### src/rtl/wb_port_arbiter_pkg.sv
// Shared definitions for the register-file write-port arbiter.
// Arbiter state encoding, register address constants and request helpers.
package wb_port_arbiter_pkg;

  localparam logic ARB_NORMAL = 1'b0;
  localparam logic ARB_STARVE = 1'b1;

  localparam int REG_ADDR_W = 5;
  localparam logic [REG_ADDR_W-1:0] REG_ZERO = 5'd0;

  typedef logic arb_state_t;

  // A write to x0 is architecturally a no-op, so it never claims the port.
  function automatic logic is_wr(
    input logic                  wreg,
    input logic [REG_ADDR_W-1:0] wd
  );
    return wreg && (wd != REG_ZERO);
  endfunction

endpackage

### src/rtl/wb_arb_age_counter.sv
// Aging counter for the long-latency requester of the write-port arbiter.
// Clear has priority over increment; tc flags the last tolerated wait cycle.
module wb_arb_age_counter #(
  parameter int CNT_W    = 8,
  parameter int MAX_WAIT = 8
) (
  input  logic clk,
  input  logic rst_n,
  input  logic clr,
  input  logic inc,
  output logic tc
);

  logic [CNT_W-1:0] count;

  always_ff @(posedge clk or negedge rst_n) begin
    if (!rst_n) begin
      count <= '0;
    end else if (clr) begin
      count <= '0;
    end else if (inc) begin
      count <= count + CNT_W'(1);
    end
  end

  assign tc = (count == CNT_W'(MAX_WAIT - 1));

endmodule

### src/rtl/wb_port_arbiter.sv
// Register-file write-port arbiter: pipeline writeback vs long-latency unit.
// Optional statistics counters are built when WB_ARB_STAT_EN is defined.
module wb_port_arbiter
  import wb_port_arbiter_pkg::*;
#(
  parameter int XLEN     = 32,
  parameter int MAX_WAIT = 8,
  parameter int CNT_W    = 8
) (
  input  logic                  clk,
  input  logic                  rst_n,
  input  logic                  wb_wreg,
  input  logic [REG_ADDR_W-1:0] wb_wd,
  input  logic [XLEN-1:0]       wb_wdata,
  input  logic                  lu_valid,
  input  logic [REG_ADDR_W-1:0] lu_wd,
  input  logic [XLEN-1:0]       lu_wdata,
  output logic                  lu_ready,
  output logic                  stall_req,
  output logic                  rf_we,
  output logic [REG_ADDR_W-1:0] rf_waddr,
  output logic [XLEN-1:0]       rf_wdata
`ifdef WB_ARB_STAT_EN
  ,
  output logic [31:0]           stat_stall_cnt,
  output logic [31:0]           stat_lu_wait_cnt
`endif
);

  arb_state_t state;
  arb_state_t state_nxt;

  logic pipe_req;
  logic pipe_gnt;
  logic lu_gnt;
  logic lu_wait;
  logic lu_wr;
  logic age_inc;
  logic age_clr;
  logic age_tc;

  assign pipe_req = is_wr(wb_wreg, wb_wd);

  always_ff @(posedge clk or negedge rst_n) begin
    if (!rst_n) begin
      state <= ARB_NORMAL;
    end else begin
      state <= state_nxt;
    end
  end

  // Pipeline wins in both states; the stall only removes its requests.
  always_comb begin
    state_nxt = state;
    unique case (1'b1)
      (state == ARB_NORMAL): begin
        if (lu_wait && age_tc) begin
          state_nxt = ARB_STARVE;
        end
      end
      (state == ARB_STARVE): begin
        if (!pipe_gnt) begin
          state_nxt = ARB_NORMAL;
        end
      end
      default: state_nxt = ARB_NORMAL;
    endcase
  end

  // Grants are gated by rst_n so a held lu_valid sees no ready in reset.
  always_comb begin
    pipe_gnt = 1'b0;
    lu_gnt   = 1'b0;
    if (rst_n) begin
      if (pipe_req) begin
        pipe_gnt = 1'b1;
      end else if (lu_valid) begin
        lu_gnt = 1'b1;
      end
    end
  end

  assign lu_ready  = lu_gnt;
  assign lu_wait   = lu_valid && !lu_gnt;
  assign lu_wr     = lu_gnt && (lu_wd != REG_ZERO);
  assign stall_req = (state == ARB_STARVE);

  assign age_inc = lu_wait && (state == ARB_NORMAL);
  assign age_clr = !age_inc || age_tc;

  wb_arb_age_counter #(
    .CNT_W    (CNT_W),
    .MAX_WAIT (MAX_WAIT)
  ) u_age (
    .clk   (clk),
    .rst_n (rst_n),
    .clr   (age_clr),
    .inc   (age_inc),
    .tc    (age_tc)
  );

  always_ff @(posedge clk or negedge rst_n) begin
    if (!rst_n) begin
      rf_we    <= 1'b0;
      rf_waddr <= REG_ZERO;
      rf_wdata <= '0;
    end else begin
      rf_we <= pipe_gnt || lu_wr;
      if (pipe_gnt) begin
        rf_waddr <= wb_wd;
        rf_wdata <= wb_wdata;
      end else if (lu_wr) begin
        rf_waddr <= lu_wd;
        rf_wdata <= lu_wdata;
      end
    end
  end

`ifdef WB_ARB_STAT_EN
  always_ff @(posedge clk or negedge rst_n) begin
    if (!rst_n) begin
      stat_stall_cnt   <= '0;
      stat_lu_wait_cnt <= '0;
    end else begin
      if (stall_req && (stat_stall_cnt != '1)) begin
        stat_stall_cnt <= stat_stall_cnt + 32'd1;
      end
      if (lu_wait && (stat_lu_wait_cnt != '1)) begin
        stat_lu_wait_cnt <= stat_lu_wait_cnt + 32'd1;
      end
    end
  end
`endif

endmodule

### config.mk
export PLATFORM = sky130hd
export DESIGN_NAME = wb_port_arbiter
export DESIGN_NICKNAME = d
export VERILOG_FILES = /design/src/rtl/wb_port_arbiter_pkg.sv /design/src/rtl/wb_arb_age_counter.sv /design/src/rtl/wb_port_arbiter.sv
export SDC_FILE = /design/constraint.sdc
export NUM_CORES = 1
export LEC_CHECK = 0
export ABC_AREA = 1
export BUFFER_PORTS_ARGS = -buffer_cell sky130_fd_sc_hd__buf_4
export CORE_MARGIN = 4
export CORE_UTILIZATION = 40
export CTS_BUF_LIST = sky130_fd_sc_hd__clkbuf_16
export DETAILED_ROUTE_END_ITERATION = 10
export HOLD_SLACK_MARGIN = 0.06
export PLACE_DENSITY_LB_ADDON = 0.1
export SLEW_MARGIN = 30
export SYNTH_ARGS = -nofsm -noshare
export SYNTH_HDL_FRONTEND = slang
export SYNTH_SLANG_ARGS = --single-unit
### constraint.sdc
create_clock -name clk -period 1.2 [get_ports clk]
set_clock_uncertainty 0.1 [all_clocks]
set_input_delay 0.24 -clock clk [delete_from_list [all_inputs] [get_ports clk]]
set_output_delay 0.24 -clock clk [all_outputs]
set_load 0.01 [all_outputs]
==> run_results.csv <==
group,metric,value,unit
run_status,status,"finished with violations",
run_status,violations,"setup timing",
timing,setup_viol,8,
power,peakVddDrop,0.000701,V
clocking,cts_buffers,5,
global_route,grt_use_met3,0.0423,
timing,maxSlewHeadroom,0.730,
timing,worst_pin_slew,0.405,ns
global_route,grt_overflow,0,
drt,drc,0,
drt,wl,7.20,mm
global_route,grt_antenna_before_repair,0,
setup_path,crit_path_end_kind,"flop",
timing,rsz0062_at_grt,"true",
finish,fin_cells,554,
finish,layout-drive-gt1-share,0.340,
setup_path,critical_path_class,"reg -> reg",
logic_synthesis,yosys.area.top_type,"dfrtp_1",
timing,slew_violations,0,
floorplanning,core_area,6060,um^2
power,p_per_area,1120,nW/um^2
floorplanning,dieArea,7720,um^2
global_route,grt.met2_usage,0.323,
timing,fin_crit_sh,1.02,
drt,firstDrtPassIters,4,
clocking,cts_sinks,47,
logic_synthesis,ys_seq_area_frac,0.461,
timing,maxClockFrequency,817,MHz
logic_synthesis,synth.avg_cell_area,7.37,um^2
floorplanning,io_pins,118,
logic_synthesis,syn-instance-count,346,
logic_synthesis,synthTopCellsByArea,"dfrtp_1 46%, nand3_1 17%, nand2_1 13%",
logic_synthesis,async_flop_share,1.00,
logic_synthesis,synth_cell_types,16,
job,drv_cap,0,
global_route,grt_pass1_vias,2535,
setup_path,startpoint_type,"flop",
placed_design,dp.cells,541,
placed_design,gp_congestion,0.766,
finish,final_cell_area,3840,um^2
floorplanning,initial_core_util,0.421,
timing,fin_crit,1.22,ns
logic_synthesis,ys_top_cells_by_count,"87 x nand2_1, 85 x nand3_1, 50 x nor2_1",
placed_design,dp_hpwl,5.31,mm
logic_synthesis,synthFlopType,"dfrtp_1",
setup_path,critical_path.max_fanout,8,
drt,wire_per_inst,13.0,um
floorplanning,row_count,28,
floorplanning,fp.dieH,87.8,um
clocking,cts_buffer_depth,2,
global_route,grtUsageMet1,0.239,
placed_design,numPortBuffers,117,
logic_synthesis,netlist_area,2550,um^2
drt,drt_iter0_drc,86,
finish,syn2layout_area_growth,50.6,%
global_route,grt_max_degree,39,
finish,final_nets,557,
clocking,clkSlewWorstSetupHoldPaths,0.06,ns
logic_synthesis,yosys_warnings,0,
logic_synthesis,synth_edf_count,0,
clocking,cts_tree,"yes",
setup_path,worstPathRequired,1.31,ns
setup_path,arrival,1.34,ns
logic_synthesis,syn_nets,425,
clocking,insertion_delay,0.28,ns
clocking,h-tree-depth,2,
timing,hold_slack,0.0718,ns
placed_design,placed_area,3590,um^2
timing,final.setup.worst_slack,-0.0247,ns
clocking,cts-root-buf,"clkbuf_16",
logic_synthesis,yosysMostFrequentCell,"nand2_1",
drt,ant_nets,0,
drt,routed_via_density,4.68,
drt,num_vias,2595,
global_route,grt_first_pass_wirelength,11.6,mm
floorplanning,die_w,87.8,um
global_route,grt-busiest-layer,"met2",
logic_synthesis,netlist.area_leader.share,0.461,
finish,diodes,0,
logic_synthesis,ys_ff_latch,47,
power,p_leak,2.13,nW
timing,hold_viol,0,
global_route,grtUsageTotal,0.190,
min_path,hold_path_class,"in -> reg",
-- critical path, stage by stage, from the launching register on --
cell	delay (ns)
dfrtp_1	0.41
ha_4	0.18
nand3_1	0.10
nor2_2	0.05
nand3b_4	0.19
nor2_1	0.12
-- sequential cells by signal, summed over array words and instances (netlist names) --
signal,flops
rf_we,1
rf_wdata,32
stall_req,1
rf_waddr,5
u_age.count,8
-- layout make-up --
type | count | area, um^2
clock buffers | 5 | 125
clock inverters | 3 | 11.3
fillers | 586 | 2220
inverters | 48 | 180
multi-input cells | 232 | 1100
flip-flops and latches | 47 | 1180
well taps | 75 | 93.8
repair buffers | 144 | 1160
-- stage by stage --
stage / util / setup slack, ns / TNS (ns) / total power, mW
floorplan: - / 0.0133 / 0 / 2.36
global placement: 0.592 / -0.156 / -6.29 / 2.98
detailed placement: 0.592 / -0.156 / -6.35 / 3.00
CTS: 0.624 / -0.0502 / -0.370 / 4.33
global route: 0.634 / -0.141 / -1.11 / 4.54
finish: 0.634 / -0.0247 / -0.130 / 4.30
-- repair_timing --
action | in CTS | in global routing
resized for setup | 9 | 10
hold buffers | 2 | 0
endpoints found under the hold margin | 47 | 0
endpoints found under the setup margin | 9 | 33
pin swaps | 6 | 4
buffers inserted | 1 | 2
-- report_power, final --
group | switching (mW) | total (mW) | leakage [nW] | internal [mW]
logic | 0.515 | 1.11 | 1.47 | 0.596
clock network | 0.557 | 1.31 | 0.0701 | 0.750
registers | 0.111 | 1.88 | 0.591 | 1.77
total | 1.18 | 4.30 | 2.13 | 3.12
-- path summary, 6_finish.rpt --
check | slack (ns) | end | cells past startpoint | start
worst max-delay path | -0.02 | u_age.count[0]$_DFFE_PN0P_ | 5 | u_age.count[0]$_DFFE_PN0P_
worst min-delay path | 0.07 | rf_wdata[18]$_DFFE_PN0P_ | 3 | wb_wdata[18]
worst max register to register | -0.02 | u_age.count[0]$_DFFE_PN0P_ | 5 | u_age.count[0]$_DFFE_PN0P_
worst min register to register | 0.41 | rf_wdata[21]$_DFFE_PN0P_ | 2 | rf_wdata[21]$_DFFE_PN0P_
max in group asynchronous | 0.12 | rf_wdata[14]$_DFFE_PN0P_ | 4 | rst_n
min in group asynchronous | 0.43 | rf_waddr[4]$_DFFE_PN0P_ | 3 | rst_n
-- metal layers --
metal / share of wire / wire [um] / vias up
li1: - / - / 1334
met1: 0.42 / 3050 / 1175
met2: 0.49 / 3540 / 76
met3: 0.067 / 484 / 10
met4: 0.018 / 127 / 0
met5: 0 / 0 / -
-- cell families after synthesis --
kind of cell  share of synthesized area
buf+inv                           0.135
flops                             0.461
fa+ha+maj                       0.00491
simple gates                      0.385
xor+xnor                         0.0137
-- layout by cell type (no fill, tap or decap), types with 2 or more instances in the layout --
| master | netlist | layout |
|---|---|---|
| clkbuf_16 | 0 | 5 |
| clkinv_1 | 0 | 2 |
| nor2_1 | 50 | 46 |
| xor2_1 | 2 | 2 |
| buf_6 | 9 | 4 |
| dfrtp_1 | 47 | 47 |
| inv_2 | 2 | 3 |
| nand3_2 | 2 | 2 |
| nand3_1 | 85 | 84 |
| nor2_4 | 0 | 3 |
| nand2_1 | 87 | 84 |
| nand2_2 | 1 | 4 |
| buf_4 | 5 | 133 |
| inv_1 | 46 | 46 |
| buf_12 | 0 | 4 |
| dlygate4sd3_1 | 0 | 2 |
| xnor2_1 | 2 | 2 |
(Power assumes the default switching activity.)
